## config.mk

```make
export PLATFORM = sky130hd
export DESIGN_NAME = rr_index_arbiter
export DESIGN_NICKNAME = d
export VERILOG_FILES = /design/src/rtl/rr_arb_pkg.sv /design/src/rtl/rr_pick.sv /design/src/rtl/rr_index_arbiter.sv
export SDC_FILE = /design/constraint.sdc
export NUM_CORES = 1
export LEC_CHECK = 0
export CORE_MARGIN = 4
export CORE_UTILIZATION = 45
export CTS_BUF_LIST = sky130_fd_sc_hd__clkbuf_8
export CTS_CLUSTER_DIAMETER = 120
export DETAILED_ROUTE_END_ITERATION = 10
export DONT_BUFFER_PORTS = 1
export HOLD_SLACK_MARGIN = 0.1
export PLACE_DENSITY = 0.71
export SETUP_SLACK_MARGIN = 0.4
export SLEW_MARGIN = 40
export SYNTH_ARGS = -nofsm -noshare
export SYNTH_HDL_FRONTEND = slang
export SYNTH_SLANG_ARGS = --single-unit
```

## constraint.sdc

```tcl
create_clock -name clk -period 4.8 [get_ports clk]
set_input_delay 0.24 -clock clk [delete_from_list [all_inputs] [get_ports clk]]
set_output_delay 0.24 -clock clk [all_outputs]
set_load 0.005 [all_outputs]
```

## src/rtl/rr_arb_pkg.sv

```systemverilog
// rtl/rr_arb_pkg.sv - shared sizes and types for the round-robin index arbiter
package rr_arb_pkg;
    localparam int N_REQ = 8;
    localparam int IDX_W = $clog2(N_REQ);

    typedef enum logic {
        IDLE = 1'b0,
        BUSY = 1'b1
    } arb_state_t;

    typedef logic [IDX_W-1:0] idx_t;
endpackage

```

## src/rtl/rr_pick.sv

```systemverilog
// rtl/rr_pick.sv - combinational round-robin pick: first set request at or after start
module rr_pick
    import rr_arb_pkg::*;
(
    input  logic [N_REQ-1:0] req,
    input  idx_t             start,
    output logic             found,
    output idx_t             idx
);
    logic [N_REQ-1:0] rot;
    idx_t             off;

    always_comb begin
        // Rotating right by start puts the highest-priority requester at bit 0.
        rot = N_REQ'({req, req} >> start);
        off = '0;
        for (int i = N_REQ - 1; i >= 0; i--) begin
            if (rot[i]) begin
                off = idx_t'(i);
            end
        end
        found = |req;
        idx   = start + off;
    end
endmodule

```

## src/rtl/rr_index_arbiter.sv

```systemverilog
// rtl/rr_index_arbiter.sv - round-robin arbiter driving {number,en} into the grant decoder
module rr_index_arbiter
    import rr_arb_pkg::*;
#(
    parameter int MAX_HOLD = 16
) (
    input  logic             clk,
    input  logic             rst,
    input  logic [N_REQ-1:0] req,
    input  logic             done,
    output idx_t             number,
    output logic             en,
    output logic             forced
);
    localparam int HOLD_W = (MAX_HOLD > 0) ? $clog2(MAX_HOLD + 1) : 1;
    localparam logic [HOLD_W-1:0] HOLD_LAST = HOLD_W'(MAX_HOLD - 1);

    arb_state_t        state_q, state_d;
    idx_t              ptr_q, ptr_d;
    idx_t              number_q, number_d;
    logic              en_q, en_d;
    logic              forced_q, forced_d;
    logic [HOLD_W-1:0] hold_q, hold_d;

    idx_t pick_start;
    idx_t pick_idx;
    logic pick_found;
    logic timeout;
    logic release_now;

    // While busy the search begins just past the current holder, so it is considered last.
    assign pick_start = (state_q == IDLE) ? ptr_q : number_q + 1'b1;

    rr_pick u_pick (
        .req   (req),
        .start (pick_start),
        .found (pick_found),
        .idx   (pick_idx)
    );

    assign timeout     = (MAX_HOLD != 0) && (hold_q == HOLD_LAST);
    assign release_now = done || !req[number_q] || timeout;

    always_comb begin
        state_d  = state_q;
        ptr_d    = ptr_q;
        number_d = number_q;
        en_d     = en_q;
        hold_d   = hold_q;
        forced_d = 1'b0;
        unique case (state_q)
            IDLE: begin
                if (pick_found) begin
                    number_d = pick_idx;
                    en_d     = 1'b1;
                    hold_d   = '0;
                    state_d  = BUSY;
                end
            end
            BUSY: begin
                if (release_now) begin
                    ptr_d    = number_q + 1'b1;
                    forced_d = timeout && !done;
                    hold_d   = '0;
                    if (pick_found) begin
                        number_d = pick_idx;
                    end else begin
                        en_d    = 1'b0;
                        state_d = IDLE;
                    end
                end else begin
                    hold_d = hold_q + 1'b1;
                end
            end
            default: state_d = IDLE;
        endcase
    end

    always_ff @(posedge clk) begin
        if (rst) begin
            state_q  <= IDLE;
            ptr_q    <= '0;
            number_q <= '0;
            en_q     <= 1'b0;
            forced_q <= 1'b0;
            hold_q   <= '0;
        end else begin
            state_q  <= state_d;
            ptr_q    <= ptr_d;
            number_q <= number_d;
            en_q     <= en_d;
            forced_q <= forced_d;
            hold_q   <= hold_d;
        end
    end

    assign number = number_q;
    assign en     = en_q;
    assign forced = forced_q;
endmodule

```

**Yosys cells after proc, flatten, opt, wreduce, memory -nomap -nowiden**

Cells that the tools add are included.

- Add/sub/neg operators: 3
- Multiply operators: 0
- Divide/modulo/power cells: 0
- Order comparisons: 1
- Equal/unequal tests: 4
- Shifts and indexed selects: 1
- Muxes and demuxes: 24
- Bitwise gates (word level): 2
- Reductions and logical operators: 9

Operator list:

| kind | count |
|---|---|
| two-way mux 3 bit | 11 |
| >> shifter 16 x 3 -> 8 bit | 1 |
| two-way mux 5 bit | 2 |
| one-hot mux 5 bit (2 select lines) | 1 |
| OR reduction 8 bit | 1 |
| two-way mux 1 bit | 6 |
| one-hot mux 3 bit (2 select lines) | 1 |
| adder 5 x 1 -> 5 bit (second input constant) | 1 |
| equality test 5 x 4 -> 1 bit (second input constant) | 1 |
| < comparator 3 x 4 -> 1 bit (second input constant) | 1 |
| inequality test 2 bit (second input constant) | 2 |
| one-hot mux 1 bit (2 select lines) | 2 |
| adder 3 x 1 -> 3 bit (second input constant) | 1 |
| adder 3 bit | 1 |
| binary-select mux 1 bit (select 3 bit) | 1 |
| AND reduction 3 bit | 1 |
| OR reduction 3 bit | 1 |
| logical NOT 1 bit | 2 |
| logical OR 1 bit | 2 |
| inequality test 2 x 1 -> 1 bit (second input constant) | 1 |
| NOT 1 bit | 2 |
| AND reduction 2 bit | 1 |
| logical AND 1 bit | 1 |

- Bits in registers: 14
- Bits in latches: 0
- RAM bits: 0
- Memory bits (read-only): 0
- Input port bits: 11
- Memories: 0

**Logic depth before layout (Yosys ltp)**

Gate-level depths: netlist of the first run.

- Depth in word-level cells: 15
- Gate-level depth with buffers: 15

**By module**

A second synthesis of the first run with hierarchy kept.

- Cell total of the unflattened synthesis: 143
- Area, all modules: 1401.3 sq um

Modules (own cells, without submodules):

| module | times used | cells an instance | area each (sq um) | sequential area each (sq um) |
|---|---|---|---|---|
| rr_index_arbiter | 1 | 93 | 882.1 | 280.3 |
| rr_pick | 1 | 50 | 519.2 | 0.0 |

**Worst setup path before layout of the first run**

OpenSTA, ideal clock, no wires.

- Kind: register to register
- From: register number_q[0], in the netlist number[0]
- To: register number_q[2], in the netlist number[2]
- Setup time: 0.062 ns
- Arrival time: 3.481 ns
- Setup slack: 1.257 ns
- Stages on the path, launching flop included: 15
- Period minus slack after synthesis: 3.543 ns
- Cells stage by stage: dfxtp_1 ha_1 mux2i_1 clkinv_1 mux2i_1 mux2i_1 o21ai_0 a31oi_1 a21boi_1 ha_1 fa_1 xor2_1 or3_1 a41o_1 nand3_1

- Cells in the longest elaborated chain, start to end: 15
- Elaborated cells between the ends (all ways): 21
- Classes of those cells: 2 x add/sub; 1 x eq/ne; 1 x shift; 14 x mux; 3 x reduce/logical

Ends and longest elaborated chain:

| element | line | RTL |
|---|---|---|
| start, declared | rr_index_arbiter.sv:20 | `idx_t number_q, number_d;` |
| start signal, assigned | rr_index_arbiter.sv:90 | `number_q <= number_d;` |
| adder 3 x 1 -> 3 bit | rr_index_arbiter.sv:32 | `assign pick_start = (state_q == IDLE) ? ptr_q : number_q + 1'b1;` |
| two-way mux 3 bit | rr_index_arbiter.sv:32 |  |
| >> shifter 16 x 3 -> 8 bit | rr_pick.sv:15 | `rot = N_REQ'({req, req} >> start);` |
| two-way mux 3 bit (8 in series) | rr_pick.sv:18 | `if (rot[i]) begin` |
| adder 3 bit | rr_pick.sv:23 | `idx = start + off;` |
| two-way mux 3 bit | rr_index_arbiter.sv:53, rr_index_arbiter.sv:65 |  |
| two-way mux 3 bit | rr_index_arbiter.sv:61 | `if (release_now) begin` |
| one-hot mux 3 bit (2 select lines) | rr_index_arbiter.sv:51 | `unique case (state_q)` |

Parallel ways exist; a longest one is shown, timed or not. The select of a mux whose other input is x is not followed.
A chain may end at the register's enable or synchronous reset.

**Worst setup path in the final report of the first run**

Ends and elaborated chain as after synthesis.

==> results.toml, run 1 <==
[synthesis]
ys_warn_count = 0
synth_seq_cells = 14
syn_inst = 119
async_reset_ff_share_pct = 0
synth_cell_type_count = 35
synth_ff_type = "dfxtp_1"
synth_area_leaders = "dfxtp_1, mux2i_1, ha_1"
synth_area_um2 = 1090
ys_seq_area_share_pct = 25.7
synth_fp_nets = 136
syn_area_per_cell_um2 = 9.16
synth_edf_count = 0
synth_area_leader_cell = "dfxtp_1"
yosysTopAreaCellShare_pct = 25.7

[clock_network]
clkTransAtPathRegs_ns = 0.05
cts_tree = "yes"
numCtsBuffers = 3
cts-htree-levels = 1
clockRootBuffer = "clkbuf_8"
post_cts_buffers = 0
clock-sinks = 14
cts.path.max_buffers = 2
clk_latency_ns = 0.24
cts_resized = 0

[route]
drc = 0
drt_first_pass_iters = 4
vias = 885
drt_iter0_markers = 10
post_drt_wl_per_cell_um = 15.5
drt_wl_total_um = 2320
ant_nets = 0
vias_per_cell = 5.94

[die]
die-area_um2 = 3270
core_um2 = 2250
die-width_um = 57.2
die_y_um = 57.2
start_util_pct = 48.3
rows = 17
io_pins = 16

[setup_path]
critPathMaxFanout = 7
crit_path_start = "number[0]$_SDFFE_PP0P_"
cp-end-kind = "register"
crit_chain = "ha_1 -> mux2i_1 -> clkinv_1 -> mux2i_1 -> mux2i_1 -> o21ai_0 -> a31oi_1 -> a21boi_1 -> ha_1 -> fa_1 -> xor2_1 -> or3_1 -> a41o_1 -> nand3_1"
critPathBufInv = 1
max_stage_delay_ns = 0.51
crit_path_frequent_cell = "mux2i_1"
arrival_ns = 4.14
critPathKind = "register to register"
worstReg2RegStart = "number[0]$_SDFFE_PP0P_"
path_delay_family = "multiplexers"
cp_slowest_cell = "dfxtp_1"
crit_required_ns = 4.99
startpoint_type = "register"

[hold_path]
hp-class = "input pin to register"
hold_start = "rst"

[place]
io_buffer_count = 0
routabilityCongestion = 0.716
hpwlAfterDp_um = 1780
place_area_um2 = 1120

[final_layout]
final_common_cell = "mux2i_1"
areaGrowthSynthToFinish_pct = 8.27
layout.nets = 140
stdcell_area_um2 = 1180
antennaDiodeCount = 0
fin_util_pct = 52.3
layout_common_cells = "mux2i_1, dfxtp_1, nor2_1"
drive_above_1_share_pct = 5.79

[global_route]
grt_pass1_wl_um = 4040
antenna_found_initial = 0
gr-usage-all-layers_pct = 15.5
grt_max_degree = 14
grt-ovfl-total = 0
grt_pass1_vias = 899

[flow_run]
maxCapViolCount = 0

[pwr]
total_power_w = 0.000581
p_leak_nw = 0.525
power_density_nw_per_um2 = 493
ir_worst_vdd_mv = 0.274

[run_status]
outcome = "complete, no violations"

[sta]
rsz0062_at_grt = "no"
setup-violations-final = 0
worst-slew-pin-transition_ns = 0.581
slew_headroom_pct = 60.2
drv_slew = 0
period_share_pct = 82.4
setup-tns-final_ns = 0
period_needed_ns = 3.96
fmax_mhz = 253
hold_viol = 0
clock_skew_ns = 0.00231
==> state kept, by name, summed over array words and instances (netlist names) <==
signal,count
forced,1
number,3
state_q,1
ptr_q,3
en,1
hold_q,5
==> area by class of cell <==
cell class	instances	area (um2)
Tap cell	28	35.0
Sequential cell	14	280
Timing Repair Buffer	4	35.0
Clock buffer	3	41.3
Fill cell	229	1070
Inverter	4	15.0
Multi-Input combinational cell	96	773
==> worst register-to-register path, cell delays in order, from the launching register on <==
cell,delay [ns]
dfxtp_1,0.51
ha_1,0.31
mux2i_1,0.49
clkinv_1,0.41
mux2i_1,0.21
mux2i_1,0.22
o21ai_0,0.13
a31oi_1,0.18
a21boi_1,0.09
ha_1,0.21
fa_1,0.38
xor2_1,0.17
or3_1,0.31
a41o_1,0.21
nand3_1,0.06
==> timing repair <==
item,CTS,global route
hold buffers,2,0
hold endpoints to repair,13,0
endpoints found under the setup margin,0,0
==> per-layer routing <==
metal	share of wire, %	track usage, %	wire length [um]	vias up
met2	46	25.0	1070	23
met1	44	18.4	1020	409
li1	-	-	-	448
met4	2.4	8.94	55	0
met3	7.0	4.52	163	5
met5	0	0	0	-
==> worst paths after layout <==
path,cells past startpoint,slack [ns],end
max reg2reg,14,0.84,number[2]$_SDFFE_PP0P_
min reg2reg,2,0.49,hold_q[3]$_SDFFE_PP0P_
min,2,0.20,number[2]$_SDFFE_PP0P_
max,14,0.84,number[2]$_SDFFE_PP0P_
==> through the flow <==
| stage | worst slack (ns) | hold slack (ns) | std cells |
|---|---|---|---|
| floorplan | 1.26 | 0.313 | 119 |
| global placement | 1.02 | 0.312 | 144 |
| detailed placement | 0.873 | 0.316 | 144 |
| CTS | 0.833 | 0.194 | 149 |
| global route | 0.516 | 0.203 | 149 |
| finish | 0.844 | 0.205 | 149 |
==> cell families after synthesis <==
kind of cell    count (synthesis)  share of synthesized area [%]
simple gates                   37                           19.2
mux                            31                           31.6
compound gates                 20                           11.0
flops                          14                           25.7
buf+inv                         9                           3.33
fa+ha+maj                       6                           7.58
xor+xnor                        2                           1.61
==> power breakdown <==
| part | internal, W | switching (W) | leakage [nW] |
|---|---|---|---|
| logic | 0.000157 | 0.000168 | 0.389 |
| clock network | 0.0000555 | 0.0000388 | 0.0216 |
| registers | 0.000135 | 0.0000275 | 0.115 |
| total | 0.000348 | 0.000234 | 0.525 |
==> cells in the mapped netlist, types with 2 or more instances <==
master / number
mux2i_1: 28
dfxtp_1: 14
nor2_1: 13
a21oi_1: 9
ha_1: 5
o21ai_0: 4
a211oi_1: 3
clkbuf_1: 3
inv_1: 3
nand3_1: 3
or4_1: 3
buf_2: 2
mux4_1: 2
nand4b_1: 2
nor2b_1: 2
nor3_1: 2
nor3b_1: 2
or3_1: 2
No activity file was read; power rests on OpenSTA's default activity.
==> inputs of run 2 (changes only) <==
Clock period 4.8 ns to 3.73 ns, I/O delays scaled along.
==> run 2 against run 1 <==
Against the previous run: global-route usage is 0.39 points lower; clock power is 32% higher; sequential power is 25% higher; largest cell class unchanged; largest power group unchanged; highest routed layer unchanged.
==> results.toml, run 2 (synthesis gave the netlist of run 1 again) <==
[pwr]
ir_worst_vdd_mv = 0.401
p_seq_share_pct = 24.8
p_leak_nw = 0.536
combPwrFrac_pct = 60.2
p_int_w = 0.000496
power_switching_w = 0.000327
p_clk_share_pct = 15.0
swShare_pct = 39.7
total_power_w = 0.000823
power_density_nw_per_um2 = 656

[hold_path]
hp-class = "input pin to register"
hold_start = "rst"

[global_route]
use_met1_pct = 18.6
grt_max_degree = 14
gr-usage-all-layers_pct = 15.2
top_usage_layer = "met2"
grt_util_met2_pct = 24.0
grt_use_met3_pct = 4.98
grt_pass1_wl_um = 3890
grt-ovfl-total = 0
grt_pass1_vias = 865
antenna_found_initial = 0

[die]
die-area_um2 = 3270
die-width_um = 57.2
start_util_pct = 48.3
io_pins = 16
rows = 17
core_um2 = 2250
die_y_um = 57.2

[route]
ant_nets = 0
post_drt_wl_per_cell_um = 15.5
drt_iter0_markers = 28
drt_first_pass_iters = 4
drt_wl_total_um = 2370
drc = 0
vias_per_cell = 6.18
vias = 945

[setup_path]
arrival_ns = 3.43
critPathMaxFanout = 5
worstReg2RegStart = "number[1]$_SDFFE_PP0P_"
cp_slowest_cell = "dfxtp_4"
path_delay_family = "adder cells"
cp-end-kind = "register"
crit_path_frequent_cell = "mux2i_2"
crit_required_ns = 3.92
reg2reg_slack_ns = 0.49
critPathBufInv = 1
crit_path_start = "number[1]$_SDFFE_PP0P_"
max_stage_delay_ns = 0.37
crit_chain = "ha_1 -> mux2i_2 -> clkinv_2 -> mux2i_2 -> mux2i_1 -> o21ai_1 -> a31oi_1 -> a21boi_1 -> ha_2 -> fa_2 -> xor2_1 -> or3_1 -> a41o_1 -> nand3_1"
critPathKind = "register to register"
startpoint_type = "register"

[place]
hpwlAfterDp_um = 1750
routabilityCongestion = 0.754
io_buffer_count = 0

[sta]
rsz0062_at_grt = "no"
worst-slew-pin-transition_ns = 0.478
setup-violations-final = 0
setup-tns-final_ns = 0
period_share_pct = 86.8
period_needed_ns = 3.24
holdWs_ns = 0.144
hold_viol = 0
clock_skew_ns = 0.00143
fmax_mhz = 309
slew_headroom_pct = 68.0
drv_slew = 0

[final_layout]
layout.nets = 144
layout_common_cells = "mux2i_1, nor2_1, dfxtp_1"
antennaDiodeCount = 0
drive_above_1_share_pct = 18.4
top_register = "hold_q"
fin_util_pct = 55.7
largest_reg_flops = 5
areaGrowthSynthToFinish_pct = 15.2
final_common_cell = "mux2i_1"

[clock_network]
cts-htree-levels = 1
cts_tree = "yes"
numCtsBuffers = 3
cts.path.max_buffers = 2
clk_latency_ns = 0.24
clock-sinks = 14
clockRootBuffer = "clkbuf_8"
clkTransAtPathRegs_ns = 0.06

[run_status]
outcome = "complete, no violations"

[flow_run]
maxCapViolCount = 0
## run 2: routing by layer
layer	routed length, um	share of wire, %
met3	169	7.1
met4	42	1.8
met1	1050	44
met5	0	0
met2	1110	47
## run 2: through the flow
stage | worst slack [ns] | std cells | instance area, um2
2_1_floorplan | 0.430 | 119 | 1090
3_3_place_gp | 0.482 | 146 | 1140
3_5_place_dp | 0.428 | 146 | 1140
4_1_cts | 0.475 | 151 | 1200
5_1_grt | 0.355 | 153 | 1250
6_report | 0.493 | 153 | 1250
## run 2: cell type report
type	count	area (um2)
clock buffers	3	41.3
inverters	4	16.3
fillers	219	1000
repair buffers	8	68.8
well taps	28	35.0
multi-input cells	96	808
flip-flops and latches	14	285
## run 2: timing repair
action / CTS / global route
buffers inserted: 0 / 2
hold buffers: 2 / 0
endpoints found under the hold margin: 13 / 0
pin swaps: 0 / 2
resized for setup: 1 / 13
gates cloned: 0 / 0
endpoints found under the setup margin: 1 / 1
## run 2: path summary, 6_finish.rpt
kind	to	depth (start not counted)
min reg2reg	hold_q[3]$_SDFFE_PP0P_	2
max reg2reg	number[2]$_SDFFE_PP0P_	14
max	number[2]$_SDFFE_PP0P_	14
min	number[2]$_SDFFE_PP0P_	2
## run 2: power by group through the flow
stage	sequential, W	clock [W]	combinational [W]
4_1_cts	0.000204	0.000125	0.000441
3_5_place_dp	0.000206	0	0.000435
3_3_place_gp	0.000206	0	0.000421
2_1_floorplan	0.000200	0	0.000353
5_1_grt	0.000208	0.000134	0.000543
6_report	0.000204	0.000124	0.000495
